===== config.mk =====
export PLATFORM = sky130hd
export DESIGN_NAME = cpu_run_controller_flat
export DESIGN_NICKNAME = d
export VERILOG_FILES = /design/src/rtl/cpu_run_controller_pkg.sv /design/src/rtl/cpu_run_controller_if.sv /design/src/rtl/cpu_run_controller_channel.sv /design/src/rtl/cpu_run_controller.sv /design/src/flat_wrapper.sv
export SDC_FILE = /design/constraint.sdc
export NUM_CORES = 1
export LEC_CHECK = 0
export BUFFER_PORTS_ARGS = -buffer_cell sky130_fd_sc_hd__buf_2
export CORE_MARGIN = 3
export CORE_UTILIZATION = 25
export DETAILED_ROUTE_END_ITERATION = 16
export GPL_TIMING_DRIVEN = 0
export HOLD_SLACK_MARGIN = 0.08
export PLACE_DENSITY = 0.45
export SLEW_MARGIN = 0
export SYNTH_ARGS = -nofsm -noshare
export SYNTH_HDL_FRONTEND = slang
export SYNTH_SLANG_ARGS = --single-unit

===== constraint.sdc =====
create_clock -name clk -period 5.1 [get_ports clk]
set_input_delay 1.02 -clock clk [delete_from_list [all_inputs] [get_ports clk]]
set_output_delay 1.02 -clock clk [all_outputs]
set_load 0.01 [all_outputs]

===== src/rtl/cpu_run_controller_pkg.sv =====
// cpu_run_pkg: shared state encoding, v0 width and counter width helper for the run controller.
// Optional macro CPU_RUN_FINISH_CYCLE_EN is consumed by the interface, channel and top files.
package cpu_run_pkg;
  typedef enum logic [2:0] {IDLE, RESET, CHECK, RUN, DONE, TIMEOUT} run_state_t;
  localparam int V0_W = 32;
  function automatic int cnt_width(input int n);
    return $clog2(n + 1);
  endfunction
endpackage


===== src/rtl/cpu_run_controller_if.sv =====
// cpu_run_controller_if: harness-side bundle between the test harness and the run controller.
// Macro CPU_RUN_FINISH_CYCLE_EN adds the packed finish_cycle output.
interface cpu_run_controller_if import cpu_run_pkg::*; #(
  parameter int NUM_CPU = 1,
  parameter int CNT_W = 14
);
  logic start;
  logic [NUM_CPU-1:0] cpu_active;
  logic [V0_W*NUM_CPU-1:0] cpu_register_v0;
  logic cpu_reset;
  logic busy;
  logic done;
  logic timeout;
  logic error;
  logic [NUM_CPU-1:0] error_mask;
  logic [NUM_CPU-1:0] finished_mask;
  logic [V0_W*NUM_CPU-1:0] result_v0;
  logic [CNT_W-1:0] cycle_count;
`ifdef CPU_RUN_FINISH_CYCLE_EN
  logic [CNT_W*NUM_CPU-1:0] finish_cycle;
`endif
  modport master (
`ifdef CPU_RUN_FINISH_CYCLE_EN
    input finish_cycle,
`endif
    output start, cpu_active, cpu_register_v0,
    input cpu_reset, busy, done, timeout, error, error_mask, finished_mask, result_v0, cycle_count
  );
  modport slave (
`ifdef CPU_RUN_FINISH_CYCLE_EN
    output finish_cycle,
`endif
    input start, cpu_active, cpu_register_v0,
    output cpu_reset, busy, done, timeout, error, error_mask, finished_mask, result_v0, cycle_count
  );
endinterface


===== src/rtl/cpu_run_controller_channel.sv =====
// cpu_run_channel: per-CPU finish detector, error flag and v0 capture.
// Macro CPU_RUN_FINISH_CYCLE_EN adds the finish_cycle capture register.
module cpu_run_channel import cpu_run_pkg::*; #(
  parameter int CNT_W = 14
) (
  input  logic             clk,
  input  logic             reset,
  input  logic             arm,
  input  logic             check,
  input  logic             run,
  input  logic             active,
  input  logic [V0_W-1:0]  v0,
`ifdef CPU_RUN_FINISH_CYCLE_EN
  input  logic [CNT_W-1:0] cnt,
  output logic [CNT_W-1:0] finish_cycle,
`endif
  output logic             finished_next,
  output logic             finished,
  output logic             error,
  output logic [V0_W-1:0]  result
);
  logic prev_q, prev_d, fin_q, fin_d, err_q, err_d, hit;
  logic [V0_W-1:0] res_q, res_d;
`ifdef CPU_RUN_FINISH_CYCLE_EN
  logic [CNT_W-1:0] fc_q, fc_d;
`endif
  // a CHECK-time miss and a RUN-time falling edge both count as a finish
  always_comb begin
    hit = check ? !active : (run && !fin_q && prev_q && !active);
    prev_d = arm ? 1'b0 : (check || (run && !fin_q)) ? active : prev_q;
    fin_d = arm ? 1'b0 : (fin_q | hit);
    err_d = arm ? 1'b0 : (err_q | (check & !active));
    res_d = arm ? '0 : hit ? v0 : res_q;
`ifdef CPU_RUN_FINISH_CYCLE_EN
    fc_d = arm ? '0 : (hit && run) ? cnt : fc_q;
`endif
  end
  always_ff @(posedge clk or posedge reset) begin
    if (reset) begin
      prev_q <= 1'b0;
      fin_q <= 1'b0;
      err_q <= 1'b0;
      res_q <= '0;
`ifdef CPU_RUN_FINISH_CYCLE_EN
      fc_q <= '0;
`endif
    end else begin
      prev_q <= prev_d;
      fin_q <= fin_d;
      err_q <= err_d;
      res_q <= res_d;
`ifdef CPU_RUN_FINISH_CYCLE_EN
      fc_q <= fc_d;
`endif
    end
  end
  assign finished_next = fin_d;
  assign finished = fin_q;
  assign error = err_q;
  assign result = res_q;
`ifdef CPU_RUN_FINISH_CYCLE_EN
  assign finish_cycle = fc_q;
`endif
endmodule


===== src/rtl/cpu_run_controller.sv =====
// cpu_run_controller: CPU reset sequencer, active-check, finish/timeout monitor for NUM_CPU cores.
// Macro CPU_RUN_FINISH_CYCLE_EN adds per-channel finish_cycle capture.
module cpu_run_controller import cpu_run_pkg::*; #(
  parameter int NUM_CPU = 1,
  parameter int RESET_CYCLES = 1,
  parameter int TIMEOUT_CYCLES = 10000,
  parameter int CNT_W = cnt_width(TIMEOUT_CYCLES)
) (
  input logic clk,
  input logic reset,
  cpu_run_controller_if.slave bus
);
  localparam int RC_W = cnt_width(RESET_CYCLES);
  run_state_t state_q, state_d;
  logic [RC_W-1:0] rcnt_q, rcnt_d;
  logic [CNT_W-1:0] cnt_q, cnt_d;
  logic cpu_reset_q, cpu_reset_d, busy_q, busy_d, done_q, done_d, timeout_q, timeout_d;
  logic arm, check, run, all_fin;
  logic [NUM_CPU-1:0] fin_next, fin_w, err_w;
  logic [V0_W*NUM_CPU-1:0] res_w;
  always_comb begin
    arm = bus.start & !busy_q;
    check = state_q == CHECK;
    run = state_q == RUN;
    all_fin = &fin_next;
    state_d = state_q;
    rcnt_d = rcnt_q;
    cnt_d = cnt_q;
    cpu_reset_d = cpu_reset_q;
    done_d = done_q;
    timeout_d = timeout_q;
    if (arm) begin
      state_d = RESET;
      rcnt_d = '0;
      cnt_d = '0;
      cpu_reset_d = 1'b1;
      done_d = 1'b0;
      timeout_d = 1'b0;
    end else if (state_q == RESET) begin
      rcnt_d = rcnt_q + 1'b1;
      if (rcnt_q == RC_W'(RESET_CYCLES - 1)) begin
        state_d = CHECK;
        cpu_reset_d = 1'b0;
      end
    end else if (check) begin
      state_d = all_fin ? DONE : RUN;
      done_d = all_fin;
    end else if (run) begin
      cnt_d = (cnt_q == CNT_W'(TIMEOUT_CYCLES)) ? cnt_q : cnt_q + 1'b1;
      // a finish landing on the timeout cycle takes priority
      if (all_fin) begin
        state_d = DONE;
        done_d = 1'b1;
      end else if (cnt_q == CNT_W'(TIMEOUT_CYCLES - 1)) begin
        state_d = TIMEOUT;
        timeout_d = 1'b1;
      end
    end
    busy_d = state_d inside {RESET, CHECK, RUN};
  end
  always_ff @(posedge clk or posedge reset) begin
    if (reset) begin
      state_q <= IDLE;
      rcnt_q <= '0;
      cnt_q <= '0;
      cpu_reset_q <= 1'b0;
      busy_q <= 1'b0;
      done_q <= 1'b0;
      timeout_q <= 1'b0;
    end else begin
      state_q <= state_d;
      rcnt_q <= rcnt_d;
      cnt_q <= cnt_d;
      cpu_reset_q <= cpu_reset_d;
      busy_q <= busy_d;
      done_q <= done_d;
      timeout_q <= timeout_d;
    end
  end
  for (genvar i = 0; i < NUM_CPU; i++) begin : g_ch
    cpu_run_channel #(.CNT_W(CNT_W)) u_ch (
      .clk(clk),
      .reset(reset),
      .arm(arm),
      .check(check),
      .run(run),
      .active(bus.cpu_active[i]),
      .v0(bus.cpu_register_v0[V0_W*i +: V0_W]),
`ifdef CPU_RUN_FINISH_CYCLE_EN
      .cnt(cnt_d),
      .finish_cycle(bus.finish_cycle[CNT_W*i +: CNT_W]),
`endif
      .finished_next(fin_next[i]),
      .finished(fin_w[i]),
      .error(err_w[i]),
      .result(res_w[V0_W*i +: V0_W])
    );
  end
  assign bus.cpu_reset = cpu_reset_q;
  assign bus.busy = busy_q;
  assign bus.done = done_q;
  assign bus.timeout = timeout_q;
  assign bus.error = |err_w;
  assign bus.error_mask = err_w;
  assign bus.finished_mask = fin_w;
  assign bus.result_v0 = res_w;
  assign bus.cycle_count = cnt_q;
endmodule

===== src/flat_wrapper.sv =====
// flat-port wrapper written by rule: the top's interface ports become plain ports
module cpu_run_controller_flat import cpu_run_pkg::*;
#(
  parameter int NUM_CPU = 1,
  parameter int RESET_CYCLES = 1,
  parameter int TIMEOUT_CYCLES = 10000,
  parameter int CNT_W = cnt_width(TIMEOUT_CYCLES)
)
  (clk, reset, bus_start, bus_cpu_active, bus_cpu_register_v0, bus_cpu_reset, bus_busy, bus_done, bus_timeout, bus_error, bus_error_mask, bus_finished_mask, bus_result_v0, bus_cycle_count);
  cpu_run_controller_if #(.NUM_CPU(NUM_CPU), .CNT_W(CNT_W)) bus_i ();
  input logic clk;
  input logic reset;
  input wire logic [$bits(bus_i.start)-1:0] bus_start;
  input wire logic [$bits(bus_i.cpu_active)-1:0] bus_cpu_active;
  input wire logic [$bits(bus_i.cpu_register_v0)-1:0] bus_cpu_register_v0;
  output wire logic [$bits(bus_i.cpu_reset)-1:0] bus_cpu_reset;
  output wire logic [$bits(bus_i.busy)-1:0] bus_busy;
  output wire logic [$bits(bus_i.done)-1:0] bus_done;
  output wire logic [$bits(bus_i.timeout)-1:0] bus_timeout;
  output wire logic [$bits(bus_i.error)-1:0] bus_error;
  output wire logic [$bits(bus_i.error_mask)-1:0] bus_error_mask;
  output wire logic [$bits(bus_i.finished_mask)-1:0] bus_finished_mask;
  output wire logic [$bits(bus_i.result_v0)-1:0] bus_result_v0;
  output wire logic [$bits(bus_i.cycle_count)-1:0] bus_cycle_count;
  assign bus_i.start = bus_start;
  assign bus_i.cpu_active = bus_cpu_active;
  assign bus_i.cpu_register_v0 = bus_cpu_register_v0;
  assign bus_cpu_reset = bus_i.cpu_reset;
  assign bus_busy = bus_i.busy;
  assign bus_done = bus_i.done;
  assign bus_timeout = bus_i.timeout;
  assign bus_error = bus_i.error;
  assign bus_error_mask = bus_i.error_mask;
  assign bus_finished_mask = bus_i.finished_mask;
  assign bus_result_v0 = bus_i.result_v0;
  assign bus_cycle_count = bus_i.cycle_count;
  cpu_run_controller #(.NUM_CPU(NUM_CPU), .RESET_CYCLES(RESET_CYCLES), .TIMEOUT_CYCLES(TIMEOUT_CYCLES), .CNT_W(CNT_W)) u_core (.clk(clk), .reset(reset), .bus(bus_i));
endmodule

---- After elaboration in Yosys (flattened, before gate mapping) ----
Index checks and enable logic that the tools add are counted.
word-level totals
  logic and storage cells ................. 85
  bits in registers ....................... 57
operators by class
  reductions and logical operators ........ 19
  equality and inequality tests ........... 13
  multiplexer cells ....................... 36
  add/subtract/negate cells ............... 2
  bitwise gates (word level) .............. 4
operators by type and width
  cell                                            number
  two-way mux 14 bit                              5
  two-way mux 32 bit                              2
  == test 14 bit (second input constant)          2
  two-way mux 3 bit                               8
  two-way mux 1 bit                               21
  adder 14 x 1 -> 14 bit (second input constant)  1
  == test 3 x 2 -> 1 bit (second input constant)  4
  inequality test 2 bit (second input constant)   5
  nonzero test 2 bit                              5
  nonzero test 3 bit                              3
  == test 3 x 1 -> 1 bit (second input constant)  2
  AND reduction 5 bit                             1
  AND reduction 4 bit                             1
  logical AND 1 bit                               3
  zero test 1 bit                                 3
  AND reduction 3 bit                             1
  AND 1 bit                                       2
  OR 1 bit                                        2
  AND reduction 2 bit                             1
  adder 1 bit (second input constant)             1
  logical OR 1 bit                                1

---- Logic depth before layout (Yosys ltp) ----
  depth in word-level cells ............... 14
  gate-level depth with buffers ........... 7
  mapped depth without buffers ............ 7

---- Cells and area by module ----
From an unflattened synthesis, not the netlist that was laid out.
unflattened totals
  cells, all modules ...................... 284
  area, all modules ....................... 2959.1 um2
by module, submodules not included
  module              seq. area each (um2)  area an instance (um2)  instances  cells an instance
  cpu_run_channel     875.8                 1793.0                  1          154
  cpu_run_controller  550.5                 1166.1                  1          130

---- Least setup slack after synthesis ----
OpenSTA, ideal clock, no wires.
  path type ............................... in2reg
  start point ............................. in bus_start
  end point ............................... reg u_core.cnt_q[11], in the netlist u_core.bus.cycle_count[11]
  buffers on the path ..................... 2
  library setup time ...................... 132 ps
  stages .................................. 4
  path slack .............................. 3298 ps
  arrival ................................. 1670 ps
  cell sequence ........................... nor2b_1 -> clkbuf_1 -> clkbuf_1 -> nor2_1
on the way
  longest elaborated chain between the ends .. 3
  elaborated cells between the ends (all ways) .. 7
ends and longest elaborated chain
  what                                                                                 line                      text
  start: declaration                                                                   flat_wrapper.sv:13        input wire logic [$bits(bus_i.start)-1:0] bus_start;
  AND 1 bit *                                                                          cpu_run_controller.sv:22  arm = bus.start & !busy_q;
  inequality test 2 bit (no source line) / nonzero test 2 bit (equally long branches)  --
  AND reduction 4 bit (no source line)                                                 --
  end signal: assignment                                                               cpu_run_controller.sv:73  cnt_q <= cnt_d;
  end: declaration                                                                     cpu_run_controller.sv:16  logic [CNT_W-1:0] cnt_q, cnt_d;
Mark *: on every way between the ends. The rest lies on a longest branch, timed or not.
A chain may end at the register's enable or synchronous reset.

---- Worst setup path in the final report ----
  start point ............................. reg u_core.g_ch[0].u_ch.err_q
  end point ............................... out bus_error_mask
RTL lines
  what                      line                              text
  start: declaration        cpu_run_controller_channel.sv:22  logic prev_q, prev_d, fin_q, fin_d, err_q, err_d, hit;
  start signal: assignment  cpu_run_controller_channel.sv:50  err_q <= err_d;
  end: declaration          flat_wrapper.sv:21                output wire logic [$bits(bus_i.error_mask)-1:0] bus_error_mask;
No word-level cell between the ends.

==> results.cfg <==
[floorplan]
die_area_um2 = 11300
fp.dieH_um = 106
std_cell_rows = 36
initial_core_util = 0.258
die_w_um = 106
ioPinCount = 89
core_area_um2 = 9770

[cells_and_area]
drive_gt1_frac = 0.307
final_cell_mix = buf_2 (94), nand2_1 (76), dfrtp_1 (57), a21oi_1 (39), nor2_1 (18)
final_cells = 511
layout_commonest_cell = buf_2
largest_register_ffs = 32
diodes = 0
final_net_count = 411
area_delta_synth_final_pct = 34.9

[worst_setup_path]
end_kind = output port
cpMaxStageDelayCell = dfrtp_1
worstPathArrival_ns = 1.00
worstSetupPathType = reg -> out
critPathMaxFanout = 3
r2r_end = u_core.bus.timeout
r2r-start = u_core.state_q[2]
reg2reg_depth = 5
reg2reg_setup_slack_ns = 3.17
cp-start-kind = flop
cp_slowest_stage_delay_ns = 0.41
crit_chain = buf_4 -> buf_2
worstPathRequired_ns = 4.08

[status]
status = completed

[power]
peakVddDrop_v = 0.000172
p_leak_uw = 0.00168
power_density_nw_per_um2 = 534

[detailed_routing]
route.met2.wl_mm = 3.33
route.vias.total = 2221
antenna_left = 0
routed_wl_mm = 6.83
avgRoutedWirePerCell_um = 13.4
wl_met1_mm = 3.08
drt_first_pass_iters = 4
wl_met3_um = 302
drcViolationCount = 0
avgViaCountPerCell = 4.35
drt_iter0_drc = 93
top_layer = met4

[logic_synthesis]
postSynthCellCount = 273
synth_cell_types = 33
avgSynthCellArea_um2 = 9.23
postSynthRegisterBits = 57
synth_area_um2 = 2520
syn_nets = 311
yosys_warnings = 0
yosysSeqAreaShare = 0.566

[global_route]
grt_pass1_vias = 2151
grt_antenna_before_repair = 0
grt_overflow_total = 0
grt_pass1_wl_mm = 10.8
grt_max_degree = 36
grt_use_total = 0.124

[hold_path]
hold_start = u_core.bus.timeout
hold_class = reg -> reg
holdPathEnd = u_core.bus.timeout
hold_depth = 1

[clocking]
cts_root_buffer = clkbuf_8
clk_latency_ns = 0.33
path_clk_slew_ns = 0.07
cts_tree = done
cts_resized = 0
max-clock-path-buffers = 2
cts_setup_buffers = 0
cts_sinks = 57
cts.htree.levels = 3
ctsHoldBuffers = 0
cts_buffers = 9

[timing]
max_freq_ghz = 0.494
worst_pin_slew_ns = 0.808
slew_violations = 0
rsz0062_at_grt = false
fin_crit_ns = 2.02
hold_viol = 0
post-route-period-util = 0.397
slew_headroom = 0.460
fin_tns_setup_ns = 0
fin_hold_ws_ns = 0.501
worst_clock_skew_ns = 0.0108
setup_viol = 0

[place]
place_congestion = 0.758
hpwlAfterDp_mm = 4.87
dp.cells = 495
place.port_buffers = 88

[job]
cap_viol_max_count = 0
through the flow:
step           total power, uW  cell area (um^2)  setup slack (ns)  utilization
5_1_grt                   1950              3400              3.02        0.348
6_report                  1810              3400              3.08        0.348
3_5_place_dp              1310              3150              2.82        0.323
4_1_cts                   1850              3400              3.05        0.348
2_1_floorplan             1060              2520              2.68            -
3_3_place_gp              1300              3130              1.77        0.320
synth_stat cells (all sizes together):
cell type	instances	area share
a211o	1	0.0035
a211oi	2	0.0099
a21oi	39	0.077
and3	2	0.0050
and4	1	0.0035
and4b	1	0.0040
buf	7	0.015
clkbuf	8	0.012
dfrtp	57	0.57
ha	2	0.0099
inv	5	0.0074
mux2i	1	0.0040
nand2	76	0.11
nand2b	3	0.0074
nand3	7	0.014
nand4	2	0.0050
nor2	18	0.027
nor2b	6	0.015
nor3	4	0.0079
nor3b	1	0.0030
nor4	3	0.0099
nor4bb	1	0.0040
o211a	1	0.0040
o211ai	1	0.0030
o21a	2	0.0060
o21ai	7	0.014
o21bai	1	0.0030
or3	3	0.0074
or4	1	0.0045
xnor2	6	0.021
xor2	4	0.014
worst max-delay path: cells and delay by family, from the launching register on:
family	cells	cell delay, ns
flops	1	0.41
buf+inv	2	0.27
area by class of cell:
class / instances / area, um^2
fillers: 1047 / 6380
clock inverters: 5 / 103
well taps: 133 / 166
multi-input cells: 196 / 1010
inverters: 5 / 18.8
repair buffers: 89 / 468
flip-flops and latches: 57 / 1430
plain buffers: 15 / 67.6
clock buffers: 11 / 141
kinds of logic after synthesis:
| logic type | synth area share |
|---|---|
| AND/OR/NAND/NOR | 0.230 |
| flip-flops | 0.566 |
| AO/OA/AOI/OAI | 0.121 |
| buffers and inverters | 0.0343 |
| XOR/XNOR | 0.0348 |
| adder cells (fa/ha/maj) | 0.00993 |
| multiplexers | 0.00397 |
worst max path at each step:
stage / from / endpoint / slack [ns] / depth (start not counted)
2_1_floorplan: reset / u_core.bus.busy / 2.68 / 1
3_3_place_gp: reset / u_core.bus.cycle_count[5] / 1.77 / 2
3_5_place_dp: bus_start / u_core.state_q[1] / 2.82 / 5
4_1_cts: u_core.g_ch[0].u_ch.error / bus_error_mask / 3.05 / 2
5_1_grt: u_core.g_ch[0].u_ch.error / bus_error_mask / 3.02 / 2
6_report: u_core.g_ch[0].u_ch.error / bus_error_mask / 3.08 / 2
per-layer routing:
| metal | global-route usage | up-vias |
|---|---|---|
| li1 | - | 1103 |
| met1 | 0.154 | 1062 |
| met2 | 0.205 | 49 |
| met3 | 0.0310 | 7 |
| met4 | 0.0500 | 0 |
| met5 | 0 | - |
where the power goes:
group | internal, uW | switching (uW)
Sequential | 599 | 89.5
Combinational | 242 | 361
Clock | 337 | 185
Power figures use the tool's default switching activity.
